===== src/rtl/fetch_sequencer.sv =====
// Instruction-fetch sequencer: owns the PC, drives the imem req/ack handshake and
// feeds decode through a valid-qualified output register with a one-entry skid buffer.
// Optional: define FETCH_PERF_EN to add the perf_fetched / perf_flushed counters.
module fetch_sequencer #(
  parameter int unsigned     PC_W     = 32,
  parameter logic [PC_W-1:0] RESET_PC = '0
) (
  input  logic            clk,
  input  logic            rst,
  input  logic            branch_taken,
  input  logic [PC_W-1:0] branch_target,
  input  logic            stall,
  output logic            imem_req,
  output logic [PC_W-1:0] imem_addr,
  input  logic            imem_ack,
  input  logic [PC_W-1:0] imem_rdata,
  output logic            if_valid,
  output logic [PC_W-1:0] if_instr,
  output logic [PC_W-1:0] if_pc,
  output logic [PC_W-1:0] if_pc_pl4,
  output logic            fetch_fault
`ifdef FETCH_PERF_EN
  ,
  output logic [31:0]     perf_fetched,
  output logic [31:0]     perf_flushed
`endif
);

  localparam logic [PC_W-1:0] PC_STEP = PC_W'(4);

  typedef enum logic [2:0] {
    S_RESET,
    S_FETCH,
    S_HOLD,
    S_GAP,
    S_FAULT
  } state_t;

  state_t          state;
  logic [PC_W-1:0] req_addr;
  logic            drop;
  logic            pend_fault;
  logic [PC_W-1:0] pend_target;
  logic            skid_valid;
  logic [PC_W-1:0] skid_instr;
  logic [PC_W-1:0] skid_pc;

  logic out_free;
  logic consume;
  logic br_aligned;
  logic load_fetch;
  logic load_skid;
  logic flush_evt;

  assign imem_addr = req_addr;

  // Output register can take a new word when empty or being consumed this cycle.
  always_comb begin
    out_free   = !if_valid || !stall;
    consume    = if_valid && !stall;
    br_aligned = (branch_target[1:0] == 2'b00);
    load_fetch = (state == S_FETCH) && imem_ack && !branch_taken && !drop && out_free;
    load_skid  = (state == S_HOLD) && !branch_taken && out_free;
    flush_evt  = ((state == S_FETCH) && imem_ack && (branch_taken || drop)) ||
                 ((state == S_HOLD) && branch_taken && skid_valid);
  end

  always_ff @(posedge clk) begin
    if (rst) begin
      state       <= S_RESET;
      req_addr    <= '0;
      imem_req    <= 1'b0;
      drop        <= 1'b0;
      pend_fault  <= 1'b0;
      pend_target <= '0;
      skid_valid  <= 1'b0;
      skid_instr  <= '0;
      skid_pc     <= '0;
      if_valid    <= 1'b0;
      if_instr    <= '0;
      if_pc       <= '0;
      if_pc_pl4   <= PC_STEP;
      fetch_fault <= 1'b0;
    end else begin
      case (state)
        S_RESET: begin
          state    <= S_FETCH;
          imem_req <= 1'b1;
          req_addr <= RESET_PC;
        end

        S_FETCH: begin
          if (branch_taken) begin
            if_valid   <= 1'b0;
            skid_valid <= 1'b0;
            if (imem_ack) begin
              drop       <= 1'b0;
              pend_fault <= 1'b0;
              if (br_aligned) begin
                req_addr <= branch_target;
              end else begin
                state       <= S_FAULT;
                imem_req    <= 1'b0;
                fetch_fault <= 1'b1;
              end
            end else begin
              // Address must stay stable until the ack, so park the redirect.
              drop        <= 1'b1;
              pend_target <= branch_target;
              pend_fault  <= !br_aligned;
            end
          end else if (imem_ack && drop) begin
            drop       <= 1'b0;
            pend_fault <= 1'b0;
            imem_req   <= 1'b0;
            if (pend_fault) begin
              state       <= S_FAULT;
              fetch_fault <= 1'b1;
              if_valid    <= 1'b0;
            end else begin
              state    <= S_GAP;
              req_addr <= pend_target;
              if (consume) if_valid <= 1'b0;
            end
          end else if (load_fetch) begin
            if_valid  <= 1'b1;
            if_instr  <= imem_rdata;
            if_pc     <= req_addr;
            if_pc_pl4 <= req_addr + PC_STEP;
            req_addr  <= req_addr + PC_STEP;
          end else if (imem_ack) begin
            skid_valid <= 1'b1;
            skid_instr <= imem_rdata;
            skid_pc    <= req_addr;
            state      <= S_HOLD;
            imem_req   <= 1'b0;
          end else if (consume) begin
            if_valid <= 1'b0;
          end
        end

        S_HOLD: begin
          if (branch_taken) begin
            if_valid   <= 1'b0;
            skid_valid <= 1'b0;
            if (br_aligned) begin
              req_addr <= branch_target;
              state    <= S_FETCH;
              imem_req <= 1'b1;
            end else begin
              state       <= S_FAULT;
              fetch_fault <= 1'b1;
            end
          end else if (load_skid) begin
            if_valid   <= 1'b1;
            if_instr   <= skid_instr;
            if_pc      <= skid_pc;
            if_pc_pl4  <= skid_pc + PC_STEP;
            req_addr   <= skid_pc + PC_STEP;
            skid_valid <= 1'b0;
            state      <= S_FETCH;
            imem_req   <= 1'b1;
          end
        end

        S_GAP: begin
          if (branch_taken) begin
            if_valid   <= 1'b0;
            skid_valid <= 1'b0;
            if (br_aligned) begin
              req_addr <= branch_target;
              state    <= S_FETCH;
              imem_req <= 1'b1;
            end else begin
              state       <= S_FAULT;
              fetch_fault <= 1'b1;
            end
          end else begin
            state    <= S_FETCH;
            imem_req <= 1'b1;
            if (consume) if_valid <= 1'b0;
          end
        end

        S_FAULT: begin
          imem_req <= 1'b0;
          if_valid <= 1'b0;
        end

        default: begin
          state    <= S_RESET;
          imem_req <= 1'b0;
        end
      endcase
    end
  end

`ifdef FETCH_PERF_EN
  // Event counters; free-running and wrapping.
  always_ff @(posedge clk) begin
    if (rst) begin
      perf_fetched <= '0;
      perf_flushed <= '0;
    end else begin
      if (load_fetch || load_skid) perf_fetched <= perf_fetched + 32'd1;
      if (flush_evt) perf_flushed <= perf_flushed + 32'd1;
    end
  end
`else
  logic unused_flush;
  assign unused_flush = flush_evt;
`endif

endmodule


===== config.mk =====
export PLATFORM = sky130hd
export DESIGN_NAME = fetch_sequencer
export DESIGN_NICKNAME = d
export VERILOG_FILES = /design/src/rtl/fetch_sequencer.sv
export SDC_FILE = /design/constraint.sdc
export NUM_CORES = 1
export LEC_CHECK = 0
export ABC_AREA = 0
export CELL_PAD_IN_SITES_DETAIL_PLACEMENT = 0
export CELL_PAD_IN_SITES_GLOBAL_PLACEMENT = 1
export CORE_ASPECT_RATIO = 0.8
export CORE_UTILIZATION = 39
export CTS_CLUSTER_SIZE = 8
export DETAILED_ROUTE_END_ITERATION = 10
export PLACE_DENSITY = 0.9
export SYNTH_ARGS = -nofsm -noshare
export SYNTH_HDL_FRONTEND = slang
export SYNTH_SLANG_ARGS = --single-unit

===== constraint.sdc =====
create_clock -name clk -period 2.9 [get_ports clk]
set_input_delay 0.435 -clock clk [delete_from_list [all_inputs] [get_ports clk]]
set_output_delay 0.435 -clock clk [all_outputs]
set_load 0.005 [all_outputs]

==> flow_summary.toml <==
[final_layout]
layout.nets = 1750
final_cell_mix = "nand2_1 (422), dfxtp_1 (230), clkdlybuf4s50_1 (198)"
fin_util = 0.519
final_common_cell = "nand2_1"
fillers = 2722
num_antenna_cells = 0
multiInputGateArea_um2 = 6170
ff_latch_area_um2 = 4600
drive_above_1_share = 0.0863
syn_to_final_growth_pct = 29.8

[detailed_routing]
drtPass1Iterations = 10
ant_nets = 0
wire_per_inst_um = 19.7
dr.first_iter.drc_count = 1398
vias = 11800
viasPerCell = 5.74
routed_wl_mm = 40.4
drc = 11

[clock_tree]
cts_made_buffers = 34
clkLatencyLatePin_ns = 0.50
clk_pin_slew_ns = 0.05
root_buffer = "clkbuf_16"
tritoncts = "built"
postCtsHoldBufs = 0
postCtsSetupRepairBufs = 0
cts_resized = 0
clock-sinks = 230
clk_path_buf_depth = 3
h-tree-depth = 2

[die]
row_count = 55
initial_core_util = 0.400
dieArea_um2 = 30000
io_pins = 200
die_w_um = 193
fp.dieH_um = 155
core_area_um2 = 28600

[critical_path]
crit_path_max_incr_delay_ns = 0.68
critPathRequiredTime_ns = 3.31
crit_arrival_ns = 2.88
crit_fanout = 16
start_kind = "register"
crit_chain = "or3b_1, nor2_1, nand2_1, o211ai_1, a21oi_1, a211oi_1"
end_kind = "register"
crit_slowest_cell = "nor2_1"
critical_path_class = "register to register"

[timing]
hold_ws_ns = 0.356
setup_tns_ns = 0
slew_violations = 0
rsz0062_at_grt = "false"
setup_ws_ns = 0.430
skew_ns = 0.0108
slew_headroom = 0.477
fin_crit_ns = 2.47
hold_viol = 0
max_freq_mhz = 405
period_share = 0.852
finalSetupViolCount = 0
tightestPinTransition_ns = 0.785

[placed_design]
hpwl_mm = 27.0
io_buffers = 199
gp_congestion = 0.903
post-place-ws_ns = 0.142

[pwr]
power_density_nw_per_um2 = 578
p_total_mw = 8.58
p_leak_nw = 5.11
ir_drop_mv = 0.361

[yosys]
synth_cell_types = 89
synth_top_area_frac = 0.403
avgSynthCellArea_um2 = 7.60
yosysSeqAreaShare = 0.403
synth_area_um2 = 11400
synth_largest_area_cell = "dfxtp_1"
yosysWarnings = 0
synth_seq_cells = 230
synth-edff-count = 0
synthCells = 1504
synth_nets = 1575
synth_flop_cell = "dfxtp_1"
synthArstFlopShare = 0
synthTopCellsByArea = "dfxtp_1 (40%), nand2_1 (14%), a21oi_1 (6.4%)"

[global_routing]
grt_pass1_wl_mm = 63.3
grt-ovfl-total = 0
grt_pass1_vias = 11200
antenna_found_initial = 0
grtUsageTotal = 0.266
grt_max_degree = 155

[outcome]
status = "finished, violations left"
failed_checks = "design-rule violations"

[flow_run]
maxCapViolations = 0

[hold_path]
hold_path_class = "primary input to register"
## cell type report
| type | count | share of cell area |
|---|---|---|
| tap | 370 | 0.0312 |
| multi-input combinational | 1129 | 0.416 |
| clock buffer | 36 | 0.0600 |
| inverter | 11 | 0.00278 |
| sequential | 230 | 0.310 |
| timing repair buffer | 273 | 0.179 |
| clock inverter | 1 | 0.000590 |
## state kept, by name, summed over array words and instances (netlist names)
signal and cells:
drop 1, fetch_fault 1, if_instr 32, if_pc 32
if_pc_pl4 30, if_valid 1, imem_addr 32, imem_req 1
pend_fault 1, pend_target 32, skid_instr 32, skid_pc 32
state 3
## logic make-up (layout without fill, tap and decap cells)
family,Yosys count,after routing,share of synthesized area
AND/OR/NAND/NOR,703,703,0.271
AO/OA/AOI/OAI,353,353,0.208
flip-flops,230,230,0.403
buffers and inverters,145,321,0.0594
XOR/XNOR,53,53,0.0406
multiplexers,17,17,0.0150
adder cells (fa/ha/maj),3,3,0.00318
## cell usage after synthesis (10+ instances only)
cell / count
mux2i_1: 16
nand3_1: 30
xnor2_1: 20
xor2_1: 33
buf_2: 29
nor4_1: 11
a22oi_1: 11
a311oi_1: 67
o21ai_0: 36
nand4_1: 17
dfxtp_1: 230
nor2_1: 145
nor3_1: 16
nand2_1: 422
a21oi_1: 147
inv_1: 10
clkbuf_1: 79
## per-stage QoR
| step | cells | instance area [um2] |
|---|---|---|
| floorplan | 1504 | 11400 |
| global placement | 2013 | 13900 |
| detailed placement | 2013 | 13900 |
| CTS | 2050 | 14800 |
| global route | 2050 | 14800 |
| finish | 2050 | 14800 |
## critical path, delay by kind of cell, from the launching register on
kind	cells	cell delay, ns
simple gates	3	1.44
compound gates	3	0.43
flops	1	0.50
## per-layer routing
layer | global-route usage | up-vias | routed length (um)
li1 | - | 5576 | -
met1 | 0.378 | 5574 | 18300
met2 | 0.400 | 552 | 17300
met3 | 0.0555 | 73 | 3950
met4 | 0.0869 | 0 | 938
met5 | 0 | - | 0
## final timing paths
check | startpoint | endpoint | slack, ns | cells past startpoint
max | state[1] | imem_addr[16] | 0.43 | 6
min | rst | if_pc_pl4[27] | 0.36 | 2
max reg2reg | state[1] | imem_addr[16] | 0.43 | 6
min reg2reg | fetch_fault | fetch_fault | 0.45 | 2
## where the power goes
group | switching, mW | total, mW | internal (mW)
clock network | 1.37 | 3.51 | 2.14
logic | 0.897 | 1.60 | 0.705
registers | 0.131 | 3.46 | 3.33
Note: power is estimated with default switching activity, not from simulation.
